**src/rtl/disp_pkg.sv**
```systemverilog
// Shared display-path definitions: read-controller states, fixed AXI read
// attributes and the 64-bit beat to 24-bit pixel packing.
package disp_pkg;

  typedef enum logic [2:0] {IDLE, CLR, WAIT, ADDR, DATA} disp_state_e;

  localparam logic [2:0] AXI_ARSIZE     = 3'b011;  // 8 bytes per beat
  localparam logic [1:0] AXI_BURST_INCR = 2'b01;

  // Two pixels per beat, each in the low 24 bits of a 32-bit half.
  localparam int PIX_W        = 24;
  localparam int PIX_PER_BEAT = 2;
  localparam int PIX0_LSB     = 0;
  localparam int PIX1_LSB     = 32;

  typedef logic [PIX_W-1:0] pixel_t;

  function automatic pixel_t beat_pixel(input logic [63:0] beat, input logic idx);
    return idx ? beat[PIX1_LSB +: PIX_W] : beat[PIX0_LSB +: PIX_W];
  endfunction

endpackage

```
**src/rtl/disp_vram_rdctrl_if.sv**
```systemverilog
// AXI4 read-address / read-data channels between the frame-buffer reader
// (master) and the VRAM interconnect (slave).
interface disp_vram_rdctrl_if;
  logic [31:0] ARADDR;
  logic [7:0]  ARLEN;
  logic [2:0]  ARSIZE;
  logic [1:0]  ARBURST;
  logic        ARVALID;
  logic        ARREADY;
  logic [63:0] RDATA;
  logic        RLAST;
  logic        RVALID;
  logic        RREADY;

  modport master (
    output ARADDR, ARLEN, ARSIZE, ARBURST, ARVALID, RREADY,
    input  ARREADY, RDATA, RLAST, RVALID
  );

  modport slave (
    input  ARADDR, ARLEN, ARSIZE, ARBURST, ARVALID, RREADY,
    output ARREADY, RDATA, RLAST, RVALID
  );
endinterface

```
**src/rtl/disp_burst_cnt.sv**
```systemverilog
// Burst address register and remaining-burst counter for one frame fetch.
module disp_burst_cnt
  import disp_pkg::*;
#(
  parameter int NBURST      = 9600,
  parameter int BURST_BYTES = 128,
  parameter int CNT_W       = 14
) (
  input  logic        clk,
  input  logic        rst,
  input  logic        load,
  input  logic        dec,
  input  logic [31:0] base,
  output logic [31:0] addr,
  output logic        zero
);

  logic [31:0]      addr_d, addr_q;
  logic [CNT_W-1:0] rem_d, rem_q;

  // Base is forced onto a burst boundary; load wins over decrement.
  always_comb begin
    addr_d = addr_q;
    rem_d  = rem_q;
    if (load) begin
      addr_d = base & ~32'(BURST_BYTES - 1);
      rem_d  = CNT_W'(NBURST);
    end else if (dec) begin
      addr_d = addr_q + 32'(BURST_BYTES);
      rem_d  = rem_q - CNT_W'(1);
    end
  end

  always_ff @(posedge clk) begin
    if (rst) begin
      addr_q <= '0;
      rem_q  <= '0;
    end else begin
      addr_q <= addr_d;
      rem_q  <= rem_d;
    end
  end

  assign addr = addr_q;
  assign zero = (rem_q == '0);

endmodule

```
**src/rtl/disp_vram_rdctrl.sv**
```systemverilog
// Frame-buffer read controller: per frame, clear the display FIFO, then pull
// the frame from VRAM in fixed AXI4 bursts gated by FIFO room.
module disp_vram_rdctrl
  import disp_pkg::*;
#(
  parameter int H_RES      = 640,
  parameter int V_RES      = 480,
  parameter int BURST_LEN  = 16,
  parameter int RST_CYCLES = 8
) (
  input  logic                      ACLK,
  input  logic                      ARST,
  input  logic                      DISPON,
  input  logic [31:0]               DISPADDR,
  input  logic                      FRAME_START,
  input  logic                      BUF_WREADY,
  disp_vram_rdctrl_if.master        axi,
  output logic                      FIFORST,
  output logic [63:0]               FIFOIN,
  output logic                      FIFOWR,
  output logic                      FRAME_LATE
);

  // H_RES*V_RES must be a multiple of 2*BURST_LEN.
  localparam int NBURST      = H_RES * V_RES / (2 * BURST_LEN);
  localparam int CNT_W       = $clog2(NBURST + 1);
  localparam int BURST_BYTES = BURST_LEN * 8;
  localparam int CLR_W       = (2 * RST_CYCLES > 1) ? $clog2(2 * RST_CYCLES) : 1;
  localparam logic [CLR_W-1:0] CLR_LAST = CLR_W'(2 * RST_CYCLES - 1);

  disp_state_e      state_d, state_q;
  logic [CLR_W-1:0] clr_cnt_d, clr_cnt_q;
  logic             fiforst_d, fiforst_q;
  logic             arvalid_d, arvalid_q;
  logic             rready_d, rready_q;
  logic             late_d, late_q;
  logic             pend_d, pend_q;
  logic             pend_on_d, pend_on_q;
  logic             fifowr_d, fifowr_q;
  logic [63:0]      fifoin_d, fifoin_q;
  logic             cnt_ld, cnt_dec, restart, beat, rem_zero;
  logic [31:0]      cur_addr;

  disp_burst_cnt #(
    .NBURST      (NBURST),
    .BURST_BYTES (BURST_BYTES),
    .CNT_W       (CNT_W)
  ) u_cnt (
    .clk  (ACLK),
    .rst  (ARST),
    .load (cnt_ld),
    .dec  (cnt_dec),
    .base (DISPADDR),
    .addr (cur_addr),
    .zero (rem_zero)
  );

  always_comb begin
    state_d   = state_q;
    clr_cnt_d = clr_cnt_q;
    fiforst_d = 1'b0;
    arvalid_d = arvalid_q;
    rready_d  = rready_q;
    late_d    = 1'b0;
    pend_d    = pend_q;
    pend_on_d = pend_on_q;
    cnt_ld    = 1'b0;
    cnt_dec   = 1'b0;
    restart   = 1'b0;
    beat      = axi.RVALID & rready_q;
    fifowr_d  = beat;
    fifoin_d  = beat ? axi.RDATA : fifoin_q;

    unique case (state_q)
      IDLE: restart = FRAME_START & DISPON;
      CLR, WAIT: begin
        if (state_q == CLR) begin
          // FIFORST for the first RST_CYCLES, then an equal quiet period.
          clr_cnt_d = clr_cnt_q + 1'b1;
          fiforst_d = (int'(clr_cnt_q) + 1) < RST_CYCLES;
          if (clr_cnt_q == CLR_LAST) state_d = WAIT;
        end else if (rem_zero) begin
          state_d = IDLE;
        end else if (BUF_WREADY) begin
          state_d   = ADDR;
          arvalid_d = 1'b1;
        end
        if (FRAME_START) begin
          late_d    = ~rem_zero;
          arvalid_d = 1'b0;
          fiforst_d = 1'b0;
          state_d   = IDLE;
          restart   = DISPON;
        end
      end
      ADDR, DATA: begin
        // A burst in flight always completes; the new frame waits for RLAST.
        if (FRAME_START) begin
          late_d    = 1'b1;
          pend_d    = 1'b1;
          pend_on_d = DISPON;
        end
        if (state_q == ADDR) begin
          if (axi.ARREADY) begin
            arvalid_d = 1'b0;
            rready_d  = 1'b1;
            state_d   = DATA;
          end
        end else if (beat & axi.RLAST) begin
          rready_d = 1'b0;
          if (pend_d) begin
            pend_d  = 1'b0;
            state_d = IDLE;
            restart = pend_on_d;
          end else begin
            cnt_dec = 1'b1;
            state_d = WAIT;
          end
        end
      end
      default: state_d = IDLE;
    endcase

    if (restart) begin
      cnt_ld    = 1'b1;
      state_d   = CLR;
      clr_cnt_d = '0;
      fiforst_d = 1'b1;
    end
  end

  always_ff @(posedge ACLK) begin
    if (ARST) begin
      state_q   <= IDLE;
      clr_cnt_q <= '0;
      fiforst_q <= 1'b0;
      arvalid_q <= 1'b0;
      rready_q  <= 1'b0;
      late_q    <= 1'b0;
      pend_q    <= 1'b0;
      pend_on_q <= 1'b0;
      fifowr_q  <= 1'b0;
      fifoin_q  <= '0;
    end else begin
      state_q   <= state_d;
      clr_cnt_q <= clr_cnt_d;
      fiforst_q <= fiforst_d;
      arvalid_q <= arvalid_d;
      rready_q  <= rready_d;
      late_q    <= late_d;
      pend_q    <= pend_d;
      pend_on_q <= pend_on_d;
      fifowr_q  <= fifowr_d;
      fifoin_q  <= fifoin_d;
    end
  end

  assign axi.ARADDR  = cur_addr;
  assign axi.ARLEN   = 8'(BURST_LEN - 1);
  assign axi.ARSIZE  = AXI_ARSIZE;
  assign axi.ARBURST = AXI_BURST_INCR;
  assign axi.ARVALID = arvalid_q;
  assign axi.RREADY  = rready_q;
  assign FIFORST     = fiforst_q;
  assign FIFOIN      = fifoin_q;
  assign FIFOWR      = fifowr_q;
  assign FRAME_LATE  = late_q;

endmodule

```
**src/flat_wrapper.sv**
```systemverilog
// flat-port wrapper written by rule: the top's interface ports become plain ports
module disp_vram_rdctrl_flat import disp_pkg::*;
#(
  parameter int H_RES      = 640,
  parameter int V_RES      = 480,
  parameter int BURST_LEN  = 16,
  parameter int RST_CYCLES = 8
)
  (ACLK, ARST, DISPON, DISPADDR, FRAME_START, BUF_WREADY, FIFORST, FIFOIN, FIFOWR, FRAME_LATE, axi_ARADDR, axi_ARLEN, axi_ARSIZE, axi_ARBURST, axi_ARVALID, axi_RREADY, axi_ARREADY, axi_RDATA, axi_RLAST, axi_RVALID);
  disp_vram_rdctrl_if axi_i ();
  input  logic ACLK;
  input  logic ARST;
  input  logic DISPON;
  input  logic [31:0] DISPADDR;
  input  logic FRAME_START;
  input  logic BUF_WREADY;
  output logic FIFORST;
  output logic [63:0] FIFOIN;
  output logic FIFOWR;
  output logic FRAME_LATE;
  output wire logic [$bits(axi_i.ARADDR)-1:0] axi_ARADDR;
  output wire logic [$bits(axi_i.ARLEN)-1:0] axi_ARLEN;
  output wire logic [$bits(axi_i.ARSIZE)-1:0] axi_ARSIZE;
  output wire logic [$bits(axi_i.ARBURST)-1:0] axi_ARBURST;
  output wire logic [$bits(axi_i.ARVALID)-1:0] axi_ARVALID;
  output wire logic [$bits(axi_i.RREADY)-1:0] axi_RREADY;
  input wire logic [$bits(axi_i.ARREADY)-1:0] axi_ARREADY;
  input wire logic [$bits(axi_i.RDATA)-1:0] axi_RDATA;
  input wire logic [$bits(axi_i.RLAST)-1:0] axi_RLAST;
  input wire logic [$bits(axi_i.RVALID)-1:0] axi_RVALID;
  assign axi_ARADDR = axi_i.ARADDR;
  assign axi_ARLEN = axi_i.ARLEN;
  assign axi_ARSIZE = axi_i.ARSIZE;
  assign axi_ARBURST = axi_i.ARBURST;
  assign axi_ARVALID = axi_i.ARVALID;
  assign axi_RREADY = axi_i.RREADY;
  assign axi_i.ARREADY = axi_ARREADY;
  assign axi_i.RDATA = axi_RDATA;
  assign axi_i.RLAST = axi_RLAST;
  assign axi_i.RVALID = axi_RVALID;
  disp_vram_rdctrl #(.H_RES(H_RES), .V_RES(V_RES), .BURST_LEN(BURST_LEN), .RST_CYCLES(RST_CYCLES)) u_core (.ACLK(ACLK), .ARST(ARST), .DISPON(DISPON), .DISPADDR(DISPADDR), .FRAME_START(FRAME_START), .BUF_WREADY(BUF_WREADY), .axi(axi_i), .FIFORST(FIFORST), .FIFOIN(FIFOIN), .FIFOWR(FIFOWR), .FRAME_LATE(FRAME_LATE));
endmodule
```
**config.mk**
```make
export PLATFORM = sky130hd
export DESIGN_NAME = disp_vram_rdctrl_flat
export DESIGN_NICKNAME = d
export VERILOG_FILES = /design/src/rtl/disp_pkg.sv /design/src/rtl/disp_vram_rdctrl_if.sv /design/src/rtl/disp_burst_cnt.sv /design/src/rtl/disp_vram_rdctrl.sv /design/src/flat_wrapper.sv
export SDC_FILE = /design/constraint.sdc
export NUM_CORES = 1
export LEC_CHECK = 0
export ABC_AREA = 1
export CORE_AREA = 2 2 121 123
export CTS_BUF_LIST = sky130_fd_sc_hd__clkbuf_16
export CTS_CLUSTER_DIAMETER = 60
export DETAILED_ROUTE_END_ITERATION = 10
export DIE_AREA = 0 0 123 125
export GPL_TIMING_DRIVEN = 0
export PLACE_DENSITY = 0.83
export SETUP_SLACK_MARGIN = 0.5
export SKIP_LAST_GASP = 1
export SYNTH_ARGS = -nofsm -noshare
export SYNTH_HDL_FRONTEND = slang
export SYNTH_HIERARCHICAL = 1
export SYNTH_SLANG_ARGS = --single-unit
```
**constraint.sdc**
```tcl
create_clock -name ACLK -period 4 [get_ports ACLK]
set_clock_uncertainty 0.05 [all_clocks]
set_input_delay 0.8 -clock ACLK [delete_from_list [all_inputs] [get_ports ACLK]]
set_output_delay 0.8 -clock ACLK [all_outputs]
set_load 0.05 [all_outputs]
```
==> results.cfg <==
[status]
status = complete, no violations

[sta]
grt_setup_unrepaired = false
maxSlewViolCount = 0
setup-tns-final_ps = 0
period_minus_slack_ps = 2700
hold_viol = 0
clock.fmax_ghz = 0.370
tightest_slew_ps = 654
fin_crit_sh = 0.675
slew_headroom = 0.560
final-setup-viol-count = 0

[placed_design]
portBuffers = 189
dp.cells = 1171
place.gp.congestion = 0.911
dpl.hpwl_um = 12100

[worst_setup_path]
path_class = input pin to flop
path_max_fanout = 10
worstPathRequired_ps = 4290
cp-end-kind = flop
arrival_ps = 2990
critPathLaunchType = input pin

[final_layout]
layout.cells.non_filler = 1203
final_nets = 1113
area_growth_syn_to_layout_pct = 48.7
n_fill_cell = 1286
drive_above_1_share = 0.107
fin_util = 0.583

[routing]
routedWlPerCell_um = 13.4
drc_errors = 0
drt-total-wl_um = 16100
dr.pass1.iters = 5
dr_total_vias = 5832
avgViaCountPerCell = 4.85
drt_iter0_markers = 349
ant_nets = 0

[yosys]
ys_warn_count = 6
synthCells = 781
synth.avg_cell_area_um2 = 7.13
synth_edf_count = 0
synthFlopType = dfxtp_1
async_flop_share = 0
synth-seq-cells = 117
synth_area_um2 = 5570
ys_top_cells_by_area = dfxtp_1 42%, nor2_1 13%, nand2_1 7.8%, o21ai_0 5.8%, nand3_1 3.6%
synth_top_area_share = 0.421
yosys.area.top_type = dfxtp_1
seq_area_frac_synth = 0.421
yosysUniqueCellTypes = 38

[clock_tree]
path_clk_slew_ps = 50
clk_latency_ps = 410
clock-sinks = 117
postCtsSetupRepairBufs = 0
cts-root-buf = clkbuf_16
htree_num_levels = 4
cts_buffer_depth = 2
cts_buffers = 17
hold_buffers = 0
cts_tree = built
cts_resized = 0

[min_path]
min_path_type = flop to flop

[floorplan]
fp.dieH_um = 125
die-area_um2 = 15400
io_pins = 218
start_util = 0.392
rows = 44
die_x_um = 123
core_um2 = 14200

[power]
vdd_drop_max_mv = 0.280
power_w = 0.00292
powerDensity_nw_per_um2 = 353
p_leak_nw = 3.16

[grt]
grt_antenna_before_repair = 1
grt_pass1_vias = 5340
grt_overflow = 0
grt.total_usage = 0.211
grt_pass1_wl_um = 25500
grt_max_degree = 17

[job]
maxCapViolations = 0
==> cell usage after synthesis (all sizes together) (5+ instances only) <==
cell / n
xor2: 9
xnor2: 8
nand4: 5
nand2: 130
inv: 52
nand3: 45
a31oi: 5
nor2: 203
buf: 33
clkbuf: 19
dfxtp: 117
o21ai: 82
a22oi: 15
a21oi: 39
==> worst max-delay path, cell delays in order <==
cell	delay [ps]
clkdlybuf4s50_1	480
nand2_1	130
nor2_1	180
nand2_2	110
nor2_4	110
nand2_4	80
nand2_1	60
buf_2	260
clkbuf_1	440
a22oi_1	170
a21oi_1	160
==> final cells by class <==
type | instances | area (um2) | share of cell area
Sequential cell | 117 | 2340 | 0.283
Inverter | 52 | 198 | 0.0239
Clock buffer | 17 | 425 | 0.0514
Buffer | 52 | 288 | 0.0348
Antenna cell | 1 | 2.50 | 0.000302
Multi-Input combinational cell | 577 | 2800 | 0.339
Timing Repair Buffer | 189 | 1890 | 0.229
Clock inverter | 14 | 97.6 | 0.0118
Tap cell | 184 | 230 | 0.0278
==> final timing paths <==
check,slack (ps),depth (start not counted),from,end
worst max-delay path,1300,11,axi_RVALID,u_core/u_cnt/addr[29]$_SDFFE_PP0P_
worst min-delay path,410,2,u_core/axi.ARVALID$_SDFFE_PP0P_,u_core/axi.ARVALID$_SDFFE_PP0P_
worst max register to register,1790,10,u_core/state_q[2]$_SDFFE_PP0P_,u_core/u_cnt/addr[29]$_SDFFE_PP0P_
worst min register to register,410,2,u_core/axi.ARVALID$_SDFFE_PP0P_,u_core/axi.ARVALID$_SDFFE_PP0P_
==> through the flow <==
stage          instance area [um2]  worst slack (ps)  hold slack, ps
2_1_floorplan                 5630              1650             393
3_3_place_gp                  7750               906             399
3_5_place_dp                  7750               891             407
4_1_cts                       8280              1320             415
5_1_grt                       8280              1050             431
6_report                      8280              1300             412
==> report_power, final <==
part	switching, W	internal, W
sequential	0.0000235	0.00118
combinational	0.000195	0.000162
clock	0.000525	0.000830
==> routing by layer <==
metal / vias up / global-route usage / part of all wire
li1: 2937 / - / -
met1: 2627 / 0.219 / 0.38
met2: 241 / 0.367 / 0.49
met3: 27 / 0.0963 / 0.11
met4: 0 / 0.0789 / 0.020
met5: - / 0 / 0
==> cells by family (layout without fill, tap and decap cells) <==
| logic type | Yosys count | after routing | share of synthesized area |
|---|---|---|---|
| DFF | 117 | 117 | 0.421 |
| adders and majority gates | 3 | 3 | 0.00674 |
| and+or+nand+nor | 394 | 394 | 0.315 |
| xor gates and xnor gates | 17 | 17 | 0.0267 |
| AOI/OAI and AO/OA | 143 | 143 | 0.142 |
| other | 3 | 21 | 0.00202 |
| buffers and inverters | 104 | 324 | 0.0872 |
==> state kept, by name, summed over array words and instances, names as in the netlist <==
| register | count |
|---|---|
| u_core/FIFOWR | 1 |
| u_core/clr_cnt_q | 4 |
| u_core/FRAME_LATE | 1 |
| u_core/pend_on_q | 1 |
| u_core/FIFORST | 1 |
| u_core/pend_q | 1 |
| u_core/u_cnt/addr | 25 |
| u_core/u_cnt/rem_q | 14 |
| u_core/axi.ARVALID | 1 |
| u_core/axi.RREADY | 1 |
| u_core/state_q | 3 |
| u_core/FIFOIN | 64 |
==> cells in the final DEF (no fill, tap or decap), types with 3 or more instances in the layout <==
cell type,count
nor3_1,3
nand2_2,11
nand3_1,40
o21ai_1,16
ha_1,3
o21ai_0,65
nand2_4,4
a22oi_1,15
nor2_1,188
buf_2,11
nand2_1,115
clkbuf_16,17
clkbuf_1,19
a31oi_1,5
buf_4,21
nor2_4,9
nor2_2,6
xor2_1,9
clkinv_1,3
dfxtp_1,117
xnor2_1,8
inv_1,46
inv_2,7
nand3_2,3
conb_1,20
clkdlybuf4s50_1,189
a21oi_2,5
a21oi_1,34
clkinv_2,5
nand4_1,5
(Power assumes the default switching activity.)
